==> src/rtl/l1_pkg.sv <==
// Shared L1 cache definitions: writeback/refill FSM states and AXI burst helpers.
package l1_pkg;

    typedef enum logic [1:0] {
        IDLE,
        ADDR,
        DATA,
        RESP
    } wb_state_t;

    localparam int L1_OFFSET_WIDTH = 2;
    localparam int WORDS           = 1 << L1_OFFSET_WIDTH;
    localparam int AXI_LEN_WIDTH   = 8;

    // AXI encodes a burst of N beats as N-1.
    function automatic logic [AXI_LEN_WIDTH-1:0] burst_len(input int words);
        return AXI_LEN_WIDTH'(words - 1);
    endfunction

endpackage

==> src/rtl/wb_skid_fifo.sv <==
// Two-entry FIFO that decouples bram read latency from memory write-channel stalls.
module wb_skid_fifo #(
    parameter int DATA_WIDTH = 32
) (
    input  logic                  clk,
    input  logic                  rst,
    input  logic                  push,
    input  logic                  pop,
    input  logic [DATA_WIDTH-1:0] din,
    output logic [DATA_WIDTH-1:0] dout,
    output logic [1:0]            count
);

    logic [DATA_WIDTH-1:0] mem [2];
    logic                  wr_ptr;
    logic                  rd_ptr;

    // NOTE: storage is deliberately left unreset; count alone defines which entries are valid.
    always_ff @(posedge clk) begin
        if (push) begin
            mem[wr_ptr] <= din;
        end
    end

    always_ff @(posedge clk) begin
        if (rst) begin
            wr_ptr <= 1'b0;
            rd_ptr <= 1'b0;
            count  <= 2'd0;
        end else begin
            if (push) wr_ptr <= ~wr_ptr;
            if (pop)  rd_ptr <= ~rd_ptr;
            case ({push, pop})
                2'b10:   count <= count + 2'd1;
                2'b01:   count <= count - 2'd1;
                default: count <= count;
            endcase
        end
    end

    assign dout = mem[rd_ptr];

endmodule

==> src/rtl/l1_writeback.sv <==
// L1 dirty-line writeback: reads a line from the data bram and writes it out
// as one AXI-style burst (address phase, WORDS beats, write response).
module l1_writeback
    import l1_pkg::*;
#(
    parameter int DATA_WIDTH   = 32,
    parameter int ADDR_WIDTH   = 8,
    parameter int OFFSET_WIDTH = 2,
    parameter int INDEX_WIDTH  = ADDR_WIDTH - OFFSET_WIDTH
) (
    input  logic                   clk,
    input  logic                   rst,
    input  logic                   wb_req,
    input  logic [INDEX_WIDTH-1:0] wb_index,
    input  logic [31:0]            wb_paddr,
    output logic                   wb_busy,
    output logic                   wb_done,
    output logic [ADDR_WIDTH-1:0]  bram_raddr,
    input  logic [DATA_WIDTH-1:0]  bram_dout,
    output logic                   mem_awvalid,
    input  logic                   mem_awready,
    output logic [31:0]            mem_awaddr,
    output logic [7:0]             mem_awlen,
    output logic                   mem_wvalid,
    input  logic                   mem_wready,
    output logic [DATA_WIDTH-1:0]  mem_wdata,
    output logic                   mem_wlast,
    input  logic                   mem_bvalid,
    output logic                   mem_bready
);

    localparam int                    LINE_WORDS = 1 << OFFSET_WIDTH;
    localparam logic [OFFSET_WIDTH:0]   WORDS_CNT  = (OFFSET_WIDTH+1)'(LINE_WORDS);
    localparam logic [OFFSET_WIDTH-1:0] LAST_BEAT  = OFFSET_WIDTH'(LINE_WORDS - 1);
    localparam logic [31:0]             LINE_MASK  = ~32'((1 << (OFFSET_WIDTH + 2)) - 1);

    wb_state_t               state;
    logic [INDEX_WIDTH-1:0]  index_q;
    logic [OFFSET_WIDTH-1:0] offset_q;
    logic [OFFSET_WIDTH-1:0] beat_q;
    logic [OFFSET_WIDTH:0]   issued_q;
    logic                    inflight_q;

    logic [1:0]              fifo_count;
    logic [DATA_WIDTH-1:0]   fifo_head;
    logic                    accept;
    logic                    pop;
    logic                    issue;
    logic [2:0]              occ;

    assign accept     = (state == IDLE) && wb_req;
    assign mem_wvalid = (state == DATA) && (fifo_count != 2'd0);
    assign pop        = mem_wvalid && mem_wready;
    assign mem_wlast  = mem_wvalid && (beat_q == LAST_BEAT);
    assign mem_wdata  = mem_wvalid ? fifo_head : '0;

    // Occupancy after this cycle's pop, counting the word still in flight from the bram.
    assign occ   = {1'b0, fifo_count} + {2'b00, inflight_q} - {2'b00, pop};
    assign issue = ((state == ADDR) || (state == DATA)) && (issued_q < WORDS_CNT) && (occ < 3'd2);

    assign bram_raddr = {index_q, offset_q};

    wb_skid_fifo #(
        .DATA_WIDTH(DATA_WIDTH)
    ) u_fifo (
        .clk  (clk),
        .rst  (rst),
        .push (inflight_q),
        .pop  (pop),
        .din  (bram_dout),
        .dout (fifo_head),
        .count(fifo_count)
    );

    // NOTE: all sequential state uses non-blocking assignment so every flop samples pre-edge values.
    always_ff @(posedge clk) begin
        if (rst) begin
            state       <= IDLE;
            index_q     <= '0;
            wb_busy     <= 1'b0;
            wb_done     <= 1'b0;
            mem_awvalid <= 1'b0;
            mem_awaddr  <= '0;
            mem_awlen   <= '0;
            mem_bready  <= 1'b0;
        end else begin
            wb_done <= 1'b0;
            case (state)
                IDLE: begin
                    if (wb_req) begin
                        index_q     <= wb_index;
                        mem_awaddr  <= wb_paddr & LINE_MASK;
                        mem_awlen   <= burst_len(LINE_WORDS);
                        mem_awvalid <= 1'b1;
                        wb_busy     <= 1'b1;
                        state       <= ADDR;
                    end
                end
                ADDR: begin
                    if (mem_awready) begin
                        mem_awvalid <= 1'b0;
                        mem_awlen   <= '0;
                        state       <= DATA;
                    end
                end
                DATA: begin
                    if (pop && mem_wlast) begin
                        mem_bready <= 1'b1;
                        state      <= RESP;
                    end
                end
                RESP: begin
                    if (mem_bvalid) begin
                        mem_bready <= 1'b0;
                        wb_busy    <= 1'b0;
                        wb_done    <= 1'b1;
                        state      <= IDLE;
                    end
                end
                default: state <= IDLE;
            endcase
        end
    end

    // Offset wraps within the line; it never carries into the latched index.
    always_ff @(posedge clk) begin
        if (rst || accept) begin
            offset_q   <= '0;
            issued_q   <= '0;
            beat_q     <= '0;
            inflight_q <= 1'b0;
        end else begin
            inflight_q <= issue;
            if (issue) begin
                offset_q <= offset_q + OFFSET_WIDTH'(1);
                issued_q <= issued_q + (OFFSET_WIDTH+1)'(1);
            end
            if (pop) begin
                beat_q <= beat_q + OFFSET_WIDTH'(1);
            end
        end
    end

endmodule
==> config.mk <==
export PLATFORM = sky130hd
export DESIGN_NAME = l1_writeback
export DESIGN_NICKNAME = d
export VERILOG_FILES = /design/src/rtl/l1_pkg.sv /design/src/rtl/wb_skid_fifo.sv /design/src/rtl/l1_writeback.sv
export SDC_FILE = /design/constraint.sdc
export NUM_CORES = 1
export LEC_CHECK = 0
export ABC_AREA = 0
export BUFFER_PORTS_ARGS = -buffer_cell sky130_fd_sc_hd__buf_2
export CAP_MARGIN = 20
export CORE_ASPECT_RATIO = 1.2
export CORE_MARGIN = 2
export CORE_UTILIZATION = 51
export CTS_BUF_LIST = sky130_fd_sc_hd__clkbuf_8
export CTS_CLUSTER_DIAMETER = 60
export DETAILED_ROUTE_END_ITERATION = 8
export GPL_TIMING_DRIVEN = 1
export PLACE_DENSITY = 0.86
export SKIP_CTS_REPAIR_TIMING = 1
export SLEW_MARGIN = 20
export SYNTH_ARGS = -nofsm -noshare
export SYNTH_HDL_FRONTEND = slang
export SYNTH_SLANG_ARGS = --single-unit
==> constraint.sdc <==
create_clock -name clk -period 3.1 [get_ports clk]
set_clock_uncertainty 0.2 [all_clocks]
set_input_delay 0.31 -clock clk [delete_from_list [all_inputs] [get_ports clk]]
set_output_delay 0.31 -clock clk [all_outputs]
set_load 0.005 [all_outputs]
* Word level (Yosys, flattened, before mapping)
Memories as Yosys holds them, arrays and structs flattened. A register that Yosys moved wholly into a read port is not among the register bits.
Index checks and enable logic that the tools add are counted.
** Word-level totals
- RAM bits :: 64
- Word-level logic and storage cells :: 81
- Latch bits :: 0
- Memories :: 1
- Bits in registers :: 60
- Output and inout port bits :: 86
- ROM bits :: 0
** Cells by class
- Multiply operators :: 0
- Reduce and logical (&&, ||, !) cells :: 21
- Multiplexer cells :: 22
- Bitwise operators :: 3
- Magnitude comparators :: 2
- Add/sub/neg operators :: 7
- Shifts and indexed selects :: 0
- Equal/unequal tests :: 10
- Divide/modulo/power cells :: 0
** Memories
- u_fifo.mem :: depth 2, bits a word 32, read ports 1, clocked after memory_dff 1, write ports 1, RTL line wb_skid_fifo.sv:14 : logic [DATA_WIDTH-1:0] mem [2];
** Operator list (count)
- $mux W32 :: 1
- $mux W8 :: 2
- $pmux W8 S2 :: 1
- $reduce_bool A2 Y1 :: 5
- $mux W1 :: 9
- $reduce_and A3 Y1 :: 3
- $eq A2 B2 Y1 const B :: 4
- $mux W2 :: 4
- $pmux W2 S4 :: 1
- $logic_and A1 B1 Y1 :: 7
- $add A2 B1 Y2 const B :: 3
- $ne A2 B2 Y1 const B :: 3
- $pmux W1 S2 :: 3
- $eq A2 B1 Y1 const B :: 2
- $pmux W2 S2 :: 1
- $reduce_and A4 Y1 :: 1
- $add A2 B1 Y3 :: 1
- $add A3 B1 Y3 const B :: 1
- $lt A3 B2 Y1 const B :: 1
- $lt A3 B3 Y1 const B :: 1
- $not A1 Y1 :: 3
- $sub A3 B1 Y3 :: 1
- $logic_not A2 Y1 :: 1
- $logic_or A1 B1 Y1 :: 2
- 4 further kinds :: 4

* Depth between registers and ports, before layout
- Depth in word-level cells :: 6
- Depth in mapped cells :: 9
- Gate-level depth less buffers :: 9

* Cells and area by module
A second synthesis with hierarchy kept.
** Second synthesis, totals
- Cell total of the unflattened synthesis :: 399
- Area total of the unflattened synthesis :: 4720.8 um^2
** By module, submodules not included
- wb_skid_fifo :: area each 2502.4 um^2, cells an instance 120, instances 1
- l1_writeback :: area each 2218.4 um^2, cells an instance 279, instances 1

* Worst setup path after synthesis
OpenSTA, ideal clock, no wires.
- Path kind :: register to register
- Start :: register inflight_q
- End :: memory u_fifo.mem[0][0] (enable)
- Data arrival time :: 2.009 ns
- Period minus slack after synthesis :: 2.634 ns
- Required time :: 2.475 ns
- Slack :: 0.466 ns
- Path buffers :: 1
- Stages on the path, launching flop included :: 3
- Cell sequence :: dfxtp_1 clkbuf_1 nor2b_1
** On the way
- Cells in the longest elaborated chain, start to end :: 2
** Ends and longest elaborated chain
- start: declaration :: RTL line l1_writeback.sv:42 : logic inflight_q;
- start signal: assignment :: RTL line l1_writeback.sv:133 : inflight_q <= issue;
- $mux W1 :: RTL line wb_skid_fifo.sv:20 : if (push) begin
- $mux W1 (not written as such) :: RTL line wb_skid_fifo.sv:21 : mem[wr_ptr] <= din;
- end: declaration :: RTL line wb_skid_fifo.sv:14
No other way between the ends.

* Worst setup path after layout
- Start :: register u_fifo.count[1]
- End :: register offset_q[1]
** On the way
- Cells in the longest elaborated chain, start to end :: 6
- Elaborated cells between the ends (all ways) :: 7
** Ends and longest elaborated chain
- start: declaration :: RTL line wb_skid_fifo.sv:11 : output logic [1:0] count
- start signal: assignment :: RTL line wb_skid_fifo.sv:34 : 2'b10: count <= count + 2'd1;
- start signal: assignment :: RTL line wb_skid_fifo.sv:35 : 2'b01: count <= count - 2'd1;
- start signal: assignment :: RTL line wb_skid_fifo.sv:36 : default: count <= count;
- branches (longest 3 deep; another with $add A2 B1 Y3)
- $sub A3 B1 Y3 * :: RTL line l1_writeback.sv:58 : assign occ = {1'b0, fifo_count} + {2'b00, inflight_q} - {2'b00, pop};
- $lt A3 B2 Y1 * :: RTL line l1_writeback.sv:59 : assign issue = ((state == ADDR) || (state == DATA)) && (issued_q < WORDS_CNT) && (occ < 3'd2);
- $logic_and A1 B1 Y1 * :: RTL line l1_writeback.sv:59
- end signal: assignment :: RTL line l1_writeback.sv:135 : offset_q <= offset_q + OFFSET_WIDTH'(1);
- end: declaration :: RTL line l1_writeback.sv:39 : logic [OFFSET_WIDTH-1:0] offset_q;
Mark *: on every way between the ends.
A chain may end at the register's enable or synchronous reset.

==> results_dict.tcl <==
set metrics [dict create \
    relSlewSlack_pct 38.3 \
    whs_path_depth 3 \
    die_area_mm2 0.00982 \
    layout_commonest_cell "buf_2" \
    clockRootBuffer "clkbuf_8" \
    viasPerCell 4.96 \
    antenna_found_initial 0 \
    timing.fmax_mhz 364 \
    hold_path.class "input port to flop" \
    grt_pass1_vias 3195 \
    worstHoldStart "mem_bvalid" \
    drt_first_pass_iters 4 \
    dp_hpwl_um 6610 \
    n_antenna_cell 0 \
    cp_max_fo 12 \
    layout-drive-gt1-share_pct 29.8 \
    rsz0062_at_grt "false" \
    dieHeight_um 108 \
    synth_cell_types 43 \
    final_cell_mix "buf_2, nand2_1, dlygate4sd3_1, edfxtp_1, dfxtp_1" \
    synth.cell_area_mm2 0.00461 \
    setup_violations 0 \
    slew_violations 0 \
    violations "negative hold slack" \
    cts_sinks 117 \
    hold_viol_final 1 \
    leakagePower_nw 2.73 \
    core_mm2 0.00894 \
    regArea_mm2 0.00298 \
    cts_tree "yes" \
    clk_latency_ns 0.42 \
    ys_async_sr_fraction_pct 0 \
    multi_input_area_mm2 0.00145 \
    cap_violations 0 \
    ir_drop_v 0.000405 \
    fin_crit_ns 2.75 \
    worst_hold_slack_ns -0.00932 \
    worst_r2r_path_depth 7 \
    yosys_warnings 0 \
    min_to "wb_done$_SDFF_PP0_" \
    path_clk_slew_ns 0.06 \
    nFillCells 578 \
    reg2reg_slack_ns 0.35 \
    final_cells 750 \
    wire_per_inst_um 15.2 \
    routabilityCongestion 0.750 \
    rr_endpoint "offset_q[1]$_SDFFE_PP0P_" \
    htreeDepth 4 \
    rows 38 \
    end_kind "flop" \
    min_period_over_period_pct 88.7 \
    worst_setup_path_start_kind "flop" \
    worstMarginPinSlew_ns 0.923 \
    via_count 3720 \
    status "complete, but fails checks" \
    r2r_start "u_fifo.count[1]$_SDFFE_PP0P_" \
    syn_inst 403 \
    pin_count 162 \
    required_ns 3.25 \
    synth-main-ff-cell "edfxtp_1" \
    final_nets 700 \
    postRouteAntennaNets 0 \
    areaGrowthSynthToFinish_pct 40.3 \
    drc 0 \
    synth_seq_cells 117 \
    drt_iter0_drc 192 \
    power_per_cell_area_mw_per_mm2 676 \
    dp_cells 652 \
    grt_max_degree 36 \
    tns_ns 0 \
    seq_area_frac_synth_pct 64.7 \
    crit_arrival_ns 2.90 \
    die_w_um 90.8 \
    grt_first_pass_wirelength_um 14800 \
    numCtsBuffers 17 \
    grtUsageTotal_pct 19.4 \
    crit_type "flop to flop" \
    postRouteWirelength_um 11400 \
    grt_overflow 0 \
    numPortBuffers 147 \
    synth_edf_count 64 \
    initial_core_util_pct 51.6 \
    synth_area_per_cell_um2 11.4 \
    cts_buffer_depth 2 \
    fin_util_pct 72.3 \
]
## registers in the layout (all words and copies together), names as in the netlist, named ones only
signal / count
beat_q: 2
index_q: 6
inflight_q: 1
issued_q: 3
mem_awaddr: 28
mem_awlen: 1
mem_bready: 1
offset_q: 2
state: 2
u_fifo.count: 2
u_fifo.mem: 64
u_fifo.rd_ptr: 1
u_fifo.wr_ptr: 1
wb_busy: 1
wb_done: 1
## cell type report
cell class	instances	share of cell area (%)
Sequential cell	117	46.1
Inverter	7	0.406
Multi-Input combinational cell	253	22.5
Tap cell	120	2.32
Clock buffer	18	3.83
Timing Repair Buffer	221	22.5
Clock inverter	14	2.30
## worst max-delay path by stage
stage,end,slack [ns],start
floorplan,u_fifo.mem[0][0]$_DFFE_PP_,0.47,inflight_q$_SDFF_PP0_
global placement,offset_q[1]$_SDFFE_PP0P_,0.50,u_fifo.count[1]$_SDFFE_PP0P_
detailed placement,offset_q[1]$_SDFFE_PP0P_,0.40,u_fifo.count[1]$_SDFFE_PP0P_
CTS,offset_q[1]$_SDFFE_PP0P_,0.38,u_fifo.count[1]$_SDFFE_PP0P_
global route,offset_q[1]$_SDFFE_PP0P_,0.16,state[0]$_SDFFE_PP0P_
finish,offset_q[1]$_SDFFE_PP0P_,0.35,u_fifo.count[1]$_SDFFE_PP0P_
## worst max-delay path: stages (launching register included)
cell and delay (ns):
dfxtp_1 0.60, and4b_1 0.34, o21a_1 0.17, inv_1 0.06
fa_1 0.51, nand3b_1 0.20, or4_1 0.46, a21oi_1 0.15
## kinds of logic (layout without fill, tap and decap cells)
logic type	Yosys count	in the layout	share of synthesized area [%]
other cells	1	10	0.0814
flops	117	117	64.7
fa+ha+maj	7	7	2.06
compound gates	62	62	7.76
simple gates	135	135	12.3
xor+xnor	5	5	0.950
mux	34	34	7.38
buf+inv	42	260	4.75
## synth_stat cells (2+ instances only)
| cell type | count | area, um2 |
|---|---|---|
| buf_2 | 7 | 35.0 |
| nor2b_1 | 4 | 25.0 |
| xor2_1 | 3 | 26.3 |
| o211ai_1 | 4 | 30.0 |
| nand2b_1 | 3 | 18.8 |
| ha_1 | 6 | 75.1 |
| inv_1 | 6 | 22.5 |
| and2_1 | 3 | 18.8 |
| clkbuf_1 | 13 | 48.8 |
| a21oi_1 | 42 | 210 |
| o21ai_0 | 4 | 20.0 |
| mux2i_1 | 34 | 340 |
| nor2_1 | 39 | 146 |
| nand3_1 | 2 | 10.0 |
| nor3_1 | 3 | 15.0 |
| buf_1 | 2 | 7.51 |
| dfxtp_1 | 53 | 1060 |
| o21ai_1 | 2 | 10.0 |
| edfxtp_1 | 64 | 1920 |
| buf_4 | 12 | 90.1 |
| nand2_1 | 74 | 278 |
| xnor2_1 | 2 | 17.5 |
## per-layer routing
metal	track usage [%]	wire, um
met5	0	0
met4	9.31	245
met3	7.32	862
met2	32.7	5790
met1	22.0	4470
## metrics by stage
step | hold slack, ns | cell area (um2) | power, mW | setup slack [ns]
final | -0.00932 | 6470 | 4.37 | 0.352
after global routing | 0.000716 | 6470 | 4.61 | 0.162
after CTS | -0.157 | 5810 | 4.31 | 0.375
after detailed placement | 0.246 | 5410 | 2.93 | 0.397
after global placement | 0.239 | 5410 | 2.87 | 0.504
after floorplan | 0.209 | 4640 | 2.62 | 0.466
## where the power goes
part	internal [mW]	leakage [nW]	switching, mW
Combinational	0.407	1.51	0.551
Clock	0.798	0.213	0.571
Sequential	1.91	1.01	0.135
Power figures use the tool's default switching activity.
